==> src/rtl/video_coord_gen.sv <==
// rtl/video_coord_gen.sv - sync stream to registered pixel coordinates with frame measurement and lock tracking
//
// Ports:
//   clk, reset (async, active-low)
//   pix_en       pixel strobe; everything below is sampled only when high
//   vs_in        vertical sync, active level given by VS_POL
//   de_in        active-video data enable (active-high)
//   gr_x, gr_y   column/row of the last sampled active pixel
//   en           one-clk strobe for a valid active pixel while locked
//   frame_start  one-clk pulse per active vsync edge
//   locked       input geometry is stable
//   err          one-clk pulse when lock is lost
//   meas_w/h     reference active width/height

module video_coord_gen #(
    parameter logic VS_POL      = 1'b1,
    parameter int   LOCK_FRAMES = 2
) (
    input  logic        clk,
    input  logic        reset,
    input  logic        pix_en,
    input  logic        vs_in,
    input  logic        de_in,
    output logic [10:0] gr_x,
    output logic [9:0]  gr_y,
    output logic        en,
    output logic        frame_start,
    output logic        locked,
    output logic        err,
    output logic [10:0] meas_w,
    output logic [9:0]  meas_h
);

    localparam logic [2:0] LOCK_N = 3'(LOCK_FRAMES);

    typedef enum logic [1:0] {ST_SEARCH, ST_CHECK, ST_LOCKED} state_t;

    state_t      state;
    logic        vs_prev;
    logic        de_prev;
    logic [10:0] x_cnt;
    logic [9:0]  y_cnt;
    logic [10:0] frame_w;
    logic        frame_bad;
    logic [2:0]  good_cnt;

    logic        vs_act;
    logic        vs_edge;
    logic        de_fall;
    logic        first_line;
    logic        line_diff;
    logic [9:0]  y_eff;
    logic [10:0] w_eff;
    logic        bad_eff;
    logic        frame_ok;
    logic        same_size;
    logic        line_err;
    logic        close_err;

    // The *_eff values fold a line end into the frame statistics so that a
    // de fall coinciding with the vsync edge is counted in the closing frame.
    always_comb begin
        vs_act     = (vs_in == VS_POL);
        vs_edge    = vs_act & ~vs_prev;
        de_fall    = de_prev & ~de_in;
        first_line = (y_cnt == 10'd0);
        line_diff  = de_fall & ~first_line & (x_cnt != frame_w);
        y_eff      = y_cnt;
        if (de_fall && (y_cnt != 10'h3ff)) begin
            y_eff = y_cnt + 10'd1;
        end
        w_eff      = (de_fall && first_line) ? x_cnt : frame_w;
        bad_eff    = frame_bad | line_diff;
        frame_ok   = ~bad_eff & (y_eff != 10'd0);
        same_size  = (w_eff == meas_w) && (y_eff == meas_h);
        line_err   = de_fall & (x_cnt != meas_w);
        close_err  = vs_edge & ((y_eff != meas_h) | bad_eff);
    end

    always_ff @(posedge clk or negedge reset) begin
        if (!reset) begin
            state       <= ST_SEARCH;
            vs_prev     <= 1'b0;
            de_prev     <= 1'b0;
            x_cnt       <= '0;
            y_cnt       <= '0;
            frame_w     <= '0;
            frame_bad   <= 1'b0;
            good_cnt    <= '0;
            gr_x        <= '0;
            gr_y        <= '0;
            en          <= 1'b0;
            frame_start <= 1'b0;
            locked      <= 1'b0;
            err         <= 1'b0;
            meas_w      <= '0;
            meas_h      <= '0;
        end else begin
            en          <= 1'b0;
            frame_start <= 1'b0;
            err         <= 1'b0;
            if (pix_en) begin
                vs_prev     <= vs_act;
                de_prev     <= de_in;
                frame_start <= vs_edge;
                en          <= de_in & (state == ST_LOCKED) & ~(line_err | close_err);

                if (de_in) begin
                    gr_x <= x_cnt;
                    gr_y <= y_cnt;
                    if (x_cnt != 11'h7ff) begin
                        x_cnt <= x_cnt + 11'd1;
                    end
                end

                if (de_fall) begin
                    x_cnt <= '0;
                    y_cnt <= y_eff;
                    if (first_line) begin
                        frame_w <= x_cnt;
                    end
                    if (line_diff) begin
                        frame_bad <= 1'b1;
                    end
                end

                // Frame close overrides the line-end updates above.
                if (vs_edge) begin
                    y_cnt     <= '0;
                    frame_w   <= '0;
                    frame_bad <= 1'b0;
                end

                case (state)
                    ST_SEARCH: begin
                        if (vs_edge) begin
                            state    <= ST_CHECK;
                            good_cnt <= '0;
                        end
                    end
                    ST_CHECK: begin
                        if (vs_edge) begin
                            if (frame_ok && ((good_cnt == 3'd0) || same_size)) begin
                                meas_w   <= w_eff;
                                meas_h   <= y_eff;
                                good_cnt <= good_cnt + 3'd1;
                                if ((good_cnt + 3'd1) == LOCK_N) begin
                                    state  <= ST_LOCKED;
                                    locked <= 1'b1;
                                end
                            end else if (frame_ok) begin
                                meas_w   <= w_eff;
                                meas_h   <= y_eff;
                                good_cnt <= 3'd1;
                            end else begin
                                good_cnt <= '0;
                            end
                        end
                    end
                    ST_LOCKED: begin
                        if (line_err || close_err) begin
                            err      <= 1'b1;
                            locked   <= 1'b0;
                            state    <= ST_SEARCH;
                            good_cnt <= '0;
                        end
                    end
                    default: begin
                        state  <= ST_SEARCH;
                        locked <= 1'b0;
                    end
                endcase
            end
        end
    end

endmodule

==> config.mk <==
export PLATFORM = sky130hd
export DESIGN_NAME = video_coord_gen
export DESIGN_NICKNAME = d
export VERILOG_FILES = /design/src/rtl/video_coord_gen.sv
export SDC_FILE = /design/constraint.sdc
export NUM_CORES = 1
export LEC_CHECK = 0
export ABC_AREA = 0
export BUFFER_PORTS_ARGS = -buffer_cell sky130_fd_sc_hd__buf_2
export CAP_MARGIN = 20
export CORE_MARGIN = 2
export CORE_UTILIZATION = 35
export CTS_CLUSTER_SIZE = 12
export DETAILED_ROUTE_END_ITERATION = 12
export HOLD_SLACK_MARGIN = 0.12
export PLACE_DENSITY = 0.58
export SLEW_MARGIN = 20
export SYNTH_ARGS = -nofsm -noshare
export SYNTH_HDL_FRONTEND = slang
export SYNTH_SLANG_ARGS = --single-unit
export TNS_END_PERCENT = 100
==> constraint.sdc <==
create_clock -name clk -period 4 [get_ports clk]
set_input_delay 0.8 -clock clk [delete_from_list [all_inputs] [get_ports clk]]
set_output_delay 0.8 -clock clk [all_outputs]
set_load 0.02 [all_outputs]
==> impl_results.md <==
- Largest net degree at the start of global routing: 62
- Outcome: finished clean
- LEAKAGE: 2.55 nW
- Met2 Track Usage GR: 28.9%
- Sequential standard cell area: between 2000 and 2500 um^2
- Fraction of layout cells with a size suffix above 1: between 10% and 20%
- Clk sinks: 86
- Post-synthesis simple-gate area fraction: between 20% and 30%
- Bufs and invs on worst path: 1
- DR pass1 iterations: 5
- Syn Area/Cell: 9.35 um^2
- Grt peak-use layer: met2
- Routing usage on met1: 23.2%
- Vias in the first global route: 4232
- Setup Crit Path Kind: flip-flop to flip-flop
- CTS tree: built
- Worst-Margin Slew: 0.927 ns
- Post-CTS Hold Buffers: 0
- Post-synth EDFFs: 0
- Synth top cells by count: 86 x dfrtp_1, 53 x nand2_1, 43 x o21ai_0
- Post_cts resized: 0
- DPL Wire Length: 9710 um
- First-pass GRT wire length: 22600 um
- Routed WL: ~14000 um
- Placed Cells: 761
- GP Congestion: 0.906
- Normalized max-slew margin: roughly 38%
- Antenna violations before repair: 0
- Slowest stage delay, CP: around 0.58 ns
- Post-synthesis mux area share: 6.08%
- DRC viols: 0
- Netlist Area Pre-Place: 5250 um^2
- Tcrit/Tclk final: a little under nine tenths
- RSZ-0062 raised after global routing: no
- Setup Fix Bufs, Post-CTS: 0
- Hold Vio Cnt, Final: 0
- Diode count: 0
- Compound-gate portion of the synthesized area: 17.2%
- Area of the core: 14600 um^2
- Final setup vio count: 0
- Synth Area in Adders: 1.43%
- Routed Antenna Nets: 0
- Cell breakdown of the critical path: ha_1 > nand4b_2 > or4_1 > a221oi_1 > nand4_1 > a211oi_2 > nor3b_4 > buf_4 > nor2_1 > a21oi_1
- VDD IR max: around 0.34 mV
- Clk slew on worst S/H paths: about 0.07 ns
- DR WL/cell: 17.6 um
- Worst Clk Skew: 0.00715 ns
- IO Count: 51
- Die Span Y: roughly 130 um
- Synth Register Bits: between 80 and 90
- GR Overflow Total: 0
- Mapped Cells: around 560
- Crit. End Element: flip-flop
- CP arrival: 3.64 ns
- Pins over their slew limit: 0
- Post-synthesis net count: 572
- Via/cell ratio: 5.53
- Top FF cell, synth: dfrtp_1
- Worst EP required: about 4.2 ns
- Vias post-DR: around 4300
- Clock latency on the worst-skew pair: 0.35 ns
- Max frequency: 293 MHz
- Share of the synthesized area in the top cell type: 41.0%
- FFs w/ async S/R, synth: 100%
- XOR/XNOR Fraction of Synth Area: 7.94%
- Max Cap Viol: 0
- Multi-input gate area: 2770 um^2
- Top-count cell post-synth: dfrtp_1
- Num rows: 44
- Family with the most delay on the worst path: simple AND/OR/NAND/NOR gates
- Root Buffer: clkbuf_16
- GR Util met3: 4.56%
- Sequential share of the synthesized area: 41.0%
- Die width: 126 um
- I/O Buffers: 50
- Worst hold-check path type: flip-flop to flip-flop
- Slowest-stage cell, CP: or4_1
- Starting Density: 36.0%
- Synth area leaders: dfrtp_1 41%, xor2_1 4.3%, o21ai_0 4.1%, nand2_1 3.8%, a21oi_1 3.6%
- Power density cells: ~540 nW/um^2
- Total Neg Setup Slack: 0 ns
- Final #Nets: 599
- Cts bufs inserted: 9
- CP Max Fanout: 26
- Startpoint types: flip-flop
- Area leader, netlist: dfrtp_1
- Crit path time final: 3.41 ns
- Yosys synthesis warning count: 0
- FILL cells: between 1000 and 1500
- Main combinational cell family by area after synthesis: simple AND/OR/NAND/NOR gates
- Area Overhead vs Synth: 11.0%
- Iter 0 DRT Violations: 384
- Post-route insts no fill: 777
- Max clock buf depth: 2
- H-Tree Depth: 3
- Number of distinct library cells after synthesis: 78
- Die area: approximately 16000 um^2
- Overall global routing resource usage: between 15 and 20%
[worst reg2reg max path: stages, from the launching register on]
cell	delay, ns
dfrtp_1	0.56
ha_1	0.40
nand4b_2	0.27
or4_1	0.58
a221oi_1	0.32
nand4_1	0.21
a211oi_2	0.34
nor3b_4	0.17
buf_4	0.26
nor2_1	0.13
a21oi_1	0.05
[cell usage in the layout, fill, tap and decap left out, drive strengths merged, types with 5 or more instances in the layout]
cell type / netlist / routed
nand2: 54 / 54
mux2: 15 / 15
nand4: 11 / 11
inv: 21 / 26
or3: 5 / 5
a21oi: 38 / 38
dfrtp: 86 / 86
a22o: 5 / 5
nor4: 13 / 13
ha: 6 / 6
nand3: 18 / 18
clkbuf: 19 / 9
nor2: 40 / 40
o211ai: 7 / 7
o21ai: 48 / 48
nor3: 12 / 12
mux2i: 15 / 15
xnor2: 19 / 19
nor2b: 8 / 8
buf: 22 / 57
xor2: 26 / 26
nand2b: 8 / 8
[routing by layer]
metal  part of all wire (%)  routed length [um]
met1                     46                6230
met4                    2.1                 286
met3                    5.4                 744
met5                      0                   0
met2                     47                6410
[final cells by class]
class	instances	share of cell area [%]
Clock buffer	9	3.87
Clock inverter	7	1.03
Inverter	21	1.35
Multi-Input combinational cell	413	47.6
Sequential cell	86	37.0
Tap cell	184	3.95
Timing Repair Buffer	57	5.24
[final timing paths]
check | from | to | slack [ns] | depth (start not counted)
max in group asynchronous | reset | good_cnt[0]$_DFFE_PN0P_ | 2.64 | 2
setup / recovery | y_cnt[0]$_DFFE_PN0P_ | meas_w[10]$_DFFE_PN0P_ | 0.59 | 10
min in group asynchronous | reset | gr_y[4]$_DFFE_PN0P_ | 0.52 | 1
setup reg to reg | y_cnt[0]$_DFFE_PN0P_ | meas_w[10]$_DFFE_PN0P_ | 0.59 | 10
hold reg to reg | gr_y[1]$_DFFE_PN0P_ | gr_y[1]$_DFFE_PN0P_ | 0.48 | 2
hold / removal | gr_y[1]$_DFFE_PN0P_ | gr_y[1]$_DFFE_PN0P_ | 0.48 | 2
[kinds of logic after synthesis]
family | count (synthesis)
xor gates and xnor gates | 46
buffers and inverters | 62
DFF | 86
and+or+nand+nor | 194
adders and majority gates | 6
AOI/OAI and AO/OA | 137
muxes | 30
[metrics by stage]
stage / instance area, um^2 / total power [mW] / utilization (%) / hold WS [ns] / setup slack [ns]
finish: 5820 / 3.14 / 39.9 / 0.481 / 0.591
global route: 5820 / 3.35 / 39.9 / 0.507 / 0.287
CTS: 5820 / 3.19 / 39.9 / 0.486 / 0.643
detailed placement: 5540 / 2.35 / 38.0 / 0.469 / 0.445
global placement: 5540 / 2.31 / 38.0 / 0.463 / 0.541
floorplan: 5250 / 1.99 / - / 0.495 / 1.23
[where the power goes]
group | internal, mW | switching [mW]
Sequential | 1.03 | 0.256
Combinational | 0.427 | 0.612
Clock | 0.434 | 0.383
Total | 1.89 | 1.25
[registers in the layout (all words and copies together) (netlist names)]
name and flops:
frame_w 11, gr_x 11, meas_w 11, x_cnt 11
gr_y 10, meas_h 10, y_cnt 10, good_cnt 3
state 2, de_prev 1, en 1, err 1
frame_bad 1, frame_start 1, locked 1, vs_prev 1
Power figures use the tool's default switching activity.
